==> src/rtl/rr_arbiter.sv <==
// Round-robin arbiter with a registered one-hot grant and a hold-timeout.
// The owner keeps the grant until it drops its request or MAX_HOLD cycles have elapsed.
module rr_arbiter #(
  parameter int N        = 4,
  parameter int MAX_HOLD = 8,
  localparam int IDX_W   = $clog2(N)
) (
  input  logic             clk_i,
  input  logic             srst_n_i,
  input  logic [N-1:0]     req_i,
  output logic [N-1:0]     gnt_o,
  output logic [IDX_W-1:0] gnt_idx_o,
  output logic             gnt_val_o,
  output logic             timeout_o
);

  localparam int CW = (MAX_HOLD < 2) ? 1 : $clog2(MAX_HOLD + 1);

  typedef enum logic {IDLE, GRANT} state_t;

  state_t           state_q, state_d;
  logic [N-1:0]     gnt_q, gnt_d;
  logic [IDX_W-1:0] idx_q, idx_d;
  logic             val_q, val_d;
  logic             timeout_q, timeout_d;
  logic [IDX_W-1:0] ptr_q, ptr_d;
  logic [CW-1:0]    hold_q, hold_d;

  // Rotate so that bit 0 of req_rot corresponds to the requester at ptr.
  logic [N-1:0]     req_rot;
  logic [IDX_W-1:0] sel_idx;
  int               sel_off;
  int               sel_sum;

  assign req_rot = N'({req_i, req_i} >> ptr_q);

  always_comb begin
    sel_off = 0;
    for (int i = N - 1; i >= 0; i--) begin
      if (req_rot[i]) sel_off = i;
    end
    sel_sum = int'(ptr_q) + sel_off;
    if (sel_sum >= N) sel_sum = sel_sum - N;
    sel_idx = IDX_W'(sel_sum);
  end

  always_comb begin
    state_d   = state_q;
    gnt_d     = gnt_q;
    idx_d     = idx_q;
    val_d     = val_q;
    timeout_d = 1'b0;
    ptr_d     = ptr_q;
    hold_d    = hold_q;
    case (state_q)
      IDLE: begin
        if (|req_i) begin
          gnt_d   = N'(1) << sel_idx;
          idx_d   = sel_idx;
          val_d   = 1'b1;
          hold_d  = CW'(1);
          state_d = GRANT;
        end
      end
      GRANT: begin
        // Both release kinds hand priority to the requester after the owner.
        if (!req_i[idx_q] || (MAX_HOLD != 0 && hold_q == CW'(MAX_HOLD))) begin
          gnt_d     = '0;
          idx_d     = '0;
          val_d     = 1'b0;
          ptr_d     = (idx_q == IDX_W'(N - 1)) ? '0 : idx_q + IDX_W'(1);
          timeout_d = req_i[idx_q];
          state_d   = IDLE;
        end else if (hold_q != '1) begin
          hold_d = hold_q + CW'(1);
        end
      end
      default: state_d = IDLE;
    endcase
  end

  always_ff @(posedge clk_i) begin
    if (!srst_n_i) begin
      state_q   <= IDLE;
      gnt_q     <= '0;
      idx_q     <= '0;
      val_q     <= 1'b0;
      timeout_q <= 1'b0;
      ptr_q     <= '0;
      hold_q    <= '0;
    end else begin
      state_q   <= state_d;
      gnt_q     <= gnt_d;
      idx_q     <= idx_d;
      val_q     <= val_d;
      timeout_q <= timeout_d;
      ptr_q     <= ptr_d;
      hold_q    <= hold_d;
    end
  end

  assign gnt_o     = gnt_q;
  assign gnt_idx_o = idx_q;
  assign gnt_val_o = val_q;
  assign timeout_o = timeout_q;

endmodule

==> config.mk <==
export PLATFORM = sky130hd
export DESIGN_NAME = rr_arbiter
export DESIGN_NICKNAME = d
export VERILOG_FILES = /design/src/rtl/rr_arbiter.sv
export SDC_FILE = /design/constraint.sdc
export NUM_CORES = 1
export LEC_CHECK = 0
export CAP_MARGIN = 15
export CORE_UTILIZATION = 35
export DETAILED_ROUTE_END_ITERATION = 7
export SYNTH_ARGS = -nofsm -noshare
export SYNTH_HDL_FRONTEND = slang
export SYNTH_SLANG_ARGS = --single-unit
==> constraint.sdc <==
create_clock -name clk_i -period 1.95 [get_ports clk_i]
set_clock_uncertainty 0.05 [all_clocks]
set_input_delay 0.39 -clock clk_i [delete_from_list [all_inputs] [get_ports clk_i]]
set_output_delay 0.39 -clock clk_i [all_outputs]
set_load 0.02 [all_outputs]
==> run metrics, run 1 <==
routed length per instance about 11 µm; DRT Pass-1 Iters 4; die extent in x 51.67 µm; placed cell areas 1119 µm²; post-synthesis average cell area 8.633 µm²; fraction of registers with async set/reset 0%; Setup violations, final 0; Switch Pwr approximately 260 µW; Hold-fix buffers, CTS 0; worst-margin pin slew 613.3 ps; vias in the first global route 750; Synth area leader dfxtp_1; P_int 571.1 µW; crit path from req_i[2]; gr usage total 15.00%; clock sinks 15; Tmin final 1879 ps; fill cell count 222; initial core utilization 37.93%; core area 2276 µm²; Ports 14; HPWL after DPL 1373 µm; FP Rows 17; DR vias 813; initial antenna violation count 0; final instance area 1170 µm²; period utilisation layout 96.38%; gr ovfl total 0; Max VDD drop approximately 0.31 mV; multi-input logic area 541.8 µm²; CTS H-tree depth 1; mapped cell area 863.3 µm²; Max Slew Vio Count 0; register area 304.0 µm²; fin nets approximately 140; TritonCTS clock tree done; worst r2r src ptr_q[0]; clk_lat worst skew 280 ps; CTS buffer count 3; clock root buffer master clkbuf_4; part of the power in combinational logic 34.8%; Switching Fraction 31.54%; HP Class register to register; synthesized instance count 100; PwrDens slightly above 700 nW/µm²; Seq pwr share 43.9%; fmax 0.5321 GHz; full die area 2669 µm²; Crit Path Max Fanout 4; Max clock buf depth 2; WP data required 2080 ps; commonest cells after routing, fill and taps aside dfxtp_1, buf_4, nor2_1, nand2_1, clkdlybuf4s50_1; layout cells sized above 1 25.98%; clk slew on worst S/H paths 90 ps; post-synthesis sequential area ratio 34.78%; CP startpoint kind input port; global-route wire length before repair 2953 µm; Crit-path slowest cell or4_4; Synth Flop Type dfxtp_1; antenna cell count 0; Fin. Hold Viols 0; post-synth top area share 34.78%; antenna-violating nets left 0; syn nets 110; EDFF count, synth 0; CP Capture Type register; drt drc 0; yosys warns 0; routed vias/inst 5.245; dominant cells by area after synthesis dfxtp_1, ha_1, nor2_1, nand2_1, xnor2_1; status finished, final reports clean; unrepaired setup endpoints after global routing false; #FFs+latches synth 15; fin util 51.40%; clock share of power 21.3%; CP peak stage delay approximately 520 ps; Port Buffers 13; Routed WL 1745 µm; P_leak 0.4939 nW; Placer Congestion 0.7461; maxcap violations 0; largest net degree at the start of global routing 10; die height 51.67 µm; Detailed Route Iter0 Violations 13; Hold Path Origin gnt_o[3]; WP data arrival 2010 ps; CP cell instances clkdlybuf4s15_1 -> or4_4 -> o211ai_1 -> ha_2 -> xor2_2 -> xnor2_2 -> a22o_1; Worst slew margin 59.11%; synthesis-to-finish area growth 35.51%; Yosys cell types 37; Setup CP Type input port to register
[state kept, by name (all words and copies together), names as in the netlist]
name,flops
gnt_idx_o,2
gnt_o,4
gnt_val_o,1
hold_q,4
ptr_q,2
state_q,1
timeout_o,1
[kinds of logic after synthesis]
logic type | after synthesis | synth area share (%)
adders and majority gates | 4 | 5.797
and+or+nand+nor | 44 | 26.38
AOI/OAI and AO/OA | 18 | 16.52
DFF | 15 | 34.78
xor gates and xnor gates | 6 | 6.088
buffers and inverters | 11 | 6.666
muxes | 2 | 3.768
[metal layers]
metal	GRT usage [%]	part of all wire (%)
met4	8.108	2.6
met2	27.27	47
met5	0	0
met3	2.924	3.8
met1	16.10	47
[power groups by stage]
stage	Sequential [mW]	Clock, mW	Combinational [mW]
6_report	0.366	0.178	0.290
4_1_cts	0.365	0.183	0.282
2_1_floorplan	0.386	0	0.143
3_5_place_dp	0.371	0	0.278
3_3_place_gp	0.370	0	0.277
5_1_grt	0.370	0.196	0.316
[path summary, 6_finish.rpt]
path                    to  slack, ps  cells past startpoint
setup reg to reg  gnt_o[2]        140                      6
setup / recovery  gnt_o[2]         70                      7
hold reg to reg   gnt_o[3]        410                      2
hold / removal    gnt_o[3]        410                      2
[cell type report]
cell class	count	share of cell area (%)
Clock buffer	4	2.246
Inverter	6	1.925
Multi-Input combinational cell	74	46.31
Sequential cell	15	25.99
Tap cell	28	2.995
Timing Repair Buffer	28	20.53
[what timing repair did]
| action | 4_1_cts | 5_1_grt |
|---|---|---|
| gates resized for setup | 7 | 12 |
| cloned | 0 | 0 |
| endpoints found under the hold margin | 0 | 0 |
| setup buffers | 0 | 0 |
| pin swaps | 3 | 4 |
| endpoints found under the setup margin | 8 | 4 |
[synthesized netlist by cell type, types with 2 or more instances]
cell type	number
a21oi_1	2
a22o_1	2
buf_6	2
clkbuf_1	2
dfxtp_1	15
ha_1	4
inv_1	6
nand2_1	9
nand2b_1	2
nand3_1	5
nand4_1	4
nor2_1	12
nor2b_1	2
nor3_1	2
o211ai_1	3
o21ai_0	2
o32ai_1	2
xnor2_1	3
xor2_1	3
[critical path: cells and delay by family]
kind                       cells  cell delay (ps)
and+or+nand+nor                1              520
AOI/OAI and AO/OA              2              320
xor gates and xnor gates       2              290
adders and majority gates      1              260
buffers and inverters          1              230
[stage by stage]
stage	setup WS (ps)	TNS [ps]	total power, mW	cells	hold slack [ps]
finish	70.66	0	0.8342	155	414.3
global placement	-422.4	-4258	0.6476	151	389.9
global route	6.107	0	0.8819	155	435.7
floorplan	7.347	0	0.5292	100	408.4
CTS	53.62	0	0.8293	155	425.4
detailed placement	-462.9	-4579	0.6489	151	403.5
No activity file was read; power rests on OpenSTA's default activity.
==> run 2: changes to the inputs <==
Clock period 1.95 ns to 1.8 ns, I/O delays scaled along.
==> run metrics, run 2 (synthesized netlist as in run 1, its figures left out) <==
status finished, final reports clean; FP Rows 17; clk slew on worst S/H paths around 80 ps; synthesis-to-finish area growth 45.94%; most common cell after layout, fill and taps aside buf_4; gr usage total 16.02%; layout cells sized above 1 33.58%; Worst slew margin 73.22%; DR vias 822; PnR worst setup slack 8.233 ps; gr ovfl total 0; initial antenna violation count 0; Placer Congestion 0.7660; die height 51.67 µm; P_leak roughly 0.57 nW; largest net degree at the start of global routing 9; Place WS -548.4 ps; Setup violations, final 0; full die area roughly 2700 µm²; Tmin final 1792 ps; HP Class register to register; routed length per instance 11.82 µm; HPWL after DPL around 1500 µm; clock sinks 15; Ports 14; Setup CP Type register to register; worst-margin pin slew 401.7 ps; routed vias/inst 5.074; fmax 0.5581 GHz; vias in the first global route 761; R2R setup slack 8 ps; CTS buffer count 3; CP startpoint kind register; fin nets 145; multi-input logic area 568.0 µm²; register area 305.3 µm²; final total power 931.5 µW; Max VDD drop between 0.4 and 0.5 mV; antenna cell count 0; PwrDens between 700 and 800 nW/µm²; WP data required ~1900 ps; fill cell count roughly 210; CP Capture Type register; clock root buffer master clkbuf_4; initial core utilization 37.93%; WP data arrival between 1500 and 2000 ps; Crit Path Max Fanout 5; Max clock buf depth 2; clk_lat worst skew ~280 ps; die extent in x 51.67 µm; Routed WL 1915 µm; commonest cells after routing, fill and taps aside buf_4, dfxtp_1, nor2_1, nand2_1, clkdlybuf4s50_1; Fin. Hold Viols 0; maxcap violations 0; unrepaired setup endpoints after global routing true; Hold-fix buffers, CTS 0; TritonCTS clock tree done; Port Buffers 13; DRT Pass-1 Iters 4; drt drc 0; period utilisation layout 99.54%; core area 2276 µm²; Max Slew Vio Count 0; global-route wire length before repair 3270 µm; antenna-violating nets left 0; CTS H-tree depth 1; Detailed Route Iter0 Violations 14
[run 2: changes by cell type in the layout (fill, tap and decap cells not counted), moves of 2 or more]
cell and change:
nor3_1 -2, nor3_2 +2, o21ai_1 +2, buf_2 +2, buf_6 +3, clkbuf_2 -3
clkdlybuf4s50_1 -2, o21ai_0 -2, dlymetal6s2s_1 +2, buf_4 +5
[run 2: repair_timing]
item | 4_1_cts | 5_1_grt
pin swaps | 7 | 9
resized for setup | 21 | 8
endpoints found under the setup margin | 14 | 7
setup buffers | 2 | 0
[run 2: area by class of cell]
class	instances	area share, %
sequential	15	24.23
multi-input combinational	74	45.08
inverter	6	1.787
tap	28	2.781
timing repair buffer	35	24.03
clock buffer	4	2.085
[run 2: final timing paths]
kind	from	end	cells after the start
hold reg to reg	gnt_o[3]	gnt_o[3]	2
setup / recovery	ptr_q[0]	gnt_o[0]	9
setup reg to reg	ptr_q[0]	gnt_o[0]	9
hold / removal	gnt_o[3]	gnt_o[3]	2
[run 2: routing by layer]
layer	track usage, %	part of all wire (%)	wire, µm	vias to the layer above
met4	2.703	0	0	0
met5	0	0	0	-
met2	28.14	49	936	23
li1	-	-	-	424
met3	2.924	3.6	69	0
met1	20.50	47	909	375
[run 2: power breakdown]
part | switching, mW | internal [mW] | leakage, nW
registers | 0.0308 | 0.365 | 0.124
logic | 0.161 | 0.189 | 0.431
clock network | 0.0998 | 0.0859 | 0.0150
total | 0.292 | 0.640 | 0.570
[run 2: metrics by stage]
| step | instances | hold slack [ps] | cell area [µm²] | utilization [%] | TNS [ps] |
|---|---|---|---|---|---|
| detailed placement | 156 | 397.7 | 1155 | 50.74 | -6283 |
| global placement | 156 | 395.5 | 1155 | 50.74 | -6043 |
| global route | 162 | 425.8 | 1260 | 55.36 | -485.0 |
| floorplan | 100 | 408.4 | 884.6 | - | -292.2 |
| finish | 162 | 402.0 | 1260 | 55.36 | 0 |
| CTS | 162 | 408.2 | 1220 | 53.60 | -29.57 |
[run 2: worst max-delay path: stages (launching register included)]
cell and delay (ps):
dfxtp_4 370, buf_6 120, buf_6 110, buf_6 110, o211ai_1 80, o211ai_1 120, ha_2 220, xnor2_2 220
xnor2_2 100, a22o_1 180
==> run 3: changes to the inputs <==
Settings changed: REMOVE_ABC_BUFFERS from default to 1.
==> run metrics, run 3 (synthesized netlist as in run 1, its figures left out) <==
Ports 14; period utilisation layout 98.25%; CP cell instances nor3_1 -> a311oi_2 -> o211ai_1 -> ha_2 -> xor2_2 -> xnor2_1 -> a22o_1; core area approximately 2300 µm²; gr ovfl total 0; setup tns final 0 ps; DR vias 830; die height 51.67 µm; Fin. Hold Viols 0; worst r2r src ptr_q[0]; gr usage total 17.27%; fin nets between 100 and 150; CP startpoint kind register; clock root buffer master clkbuf_4; P_leak approximately 0.54 nW; routed length per instance 12.18 µm; Register-to-Register Path Depth 7; most common cell after layout, fill and taps aside buf_4; CTS buffer count 3; global-route wire length before repair 3463 µm; crit path from ptr_q[0]; final total power 912.0 µW; WP data required 1940 ps; routed vias/inst 5.123; Placer Congestion 0.7184; largest net degree at the start of global routing 11; Max clock buf depth 2; Hold Path Origin gnt_val_o; clock sinks 15; Place WS -571.3 ps; Tmin final around 1800 ps; CP Capture Type register; Max VDD drop 0.4108 mV; drt drc 0; initial core utilization ~38%; PwrDens between 700 and 800 nW/µm²; HPWL after DPL 1459 µm; Crit-path slowest cell dfxtp_4; vias in the first global route 814; status finished, final reports clean; Hold-fix buffers, CTS 0; fmax 0.5655 GHz; FP Rows 17; antenna cell count 0; Setup violations, final 0; initial antenna violation count 0; fin util a little over half; Detailed Route Iter0 Violations 14; fill cell count around 220; maxcap violations 0; Routed WL a little under 2000 µm; clk_lat worst skew between 200 and 300 ps; TritonCTS clock tree done; HP Class register to register; Worst slew margin between 60 and 70%; commonest cells after routing, fill and taps aside buf_4, dfxtp_1, nor2_1, nand2_1, clkdlybuf4s50_1; worst-margin pin slew approximately 470 ps; WP data arrival 1910 ps; Port Buffers 13; layout cells sized above 1 30.60%; setup bufs post-CTS 0; CTS H-tree depth 1; Max Slew Vio Count 0; Crit Path Max Fanout 7; unrepaired setup endpoints after global routing true; Setup CP Type register to register; DRT Pass-1 Iters 4; clk slew on worst S/H paths 100 ps; PnR worst setup slack 31.54 ps; die extent in x 51.67 µm; synthesis-to-finish area growth 40.00%; CP peak stage delay 370 ps; full die area about 2700 µm²; Hold Crit Depth 2; antenna-violating nets left 0
-- run 3: cell types whose count changed in the layout (fill, tap and decap cells not counted), sizes merged --
cell / before / now
dlygate4sd2: 0 / 1
dlymetal6s2s: 2 / 1
clkdlybuf4s15: 2 / 1
clkbuf: 4 / 5
-- run 3: per-layer routing --
layer | vias up | GRT usage [%] | part of all wire, %
met2 | 15 | 30.09 | 50
met4 | 0 | 6.757 | 0.71
met5 | - | 0 | 0
met1 | 388 | 21.11 | 48
li1 | 425 | - | -
met3 | 2 | 2.632 | 2.0
-- run 3: worst paths after layout --
path / to / slack, ps
max: gnt_o[2] / 30
min: gnt_val_o / 430
max reg2reg: gnt_o[2] / 30
min reg2reg: gnt_val_o / 430
-- run 3: stage by stage --
stage,hold WS (ps),instance area [µm²],cells
CTS,439.3,1196,162
finish,434.6,1209,162
floorplan,408.4,828.3,95
detailed placement,396.8,1159,158
global route,469.0,1209,162
global placement,399.3,1159,158
-- run 3: area by class of cell --
class | instances | area (µm²) | share of cell area, %
Tap cell | 28 | 35.03 | 2.899
Clock buffer | 4 | 26.28 | 2.174
Inverter | 6 | 22.52 | 1.863
Sequential cell | 15 | 305.3 | 25.26
Multi-Input combinational cell | 74 | 536.8 | 44.41
Timing Repair Buffer | 35 | 282.8 | 23.40
-- run 3: critical path, delay by kind of cell (launching register included) --
kind / cells / cell delay (ps)
AOI/OAI and AO/OA: 3 / 470
DFF: 1 / 370
xor gates and xnor gates: 2 / 270
and+or+nand+nor: 1 / 260
adders and majority gates: 1 / 250
-- run 3: what timing repair did --
action / CTS / global route
cloned: 0 / 0
gates resized for setup: 20 / 5
endpoints found under the setup margin: 15 / 7
pin swaps: 5 / 7
-- run 3: power by group --
part / switching (mW) / internal (mW)
Clock: 0.111 / 0.0860
Combinational: 0.151 / 0.169
Sequential: 0.0315 / 0.365
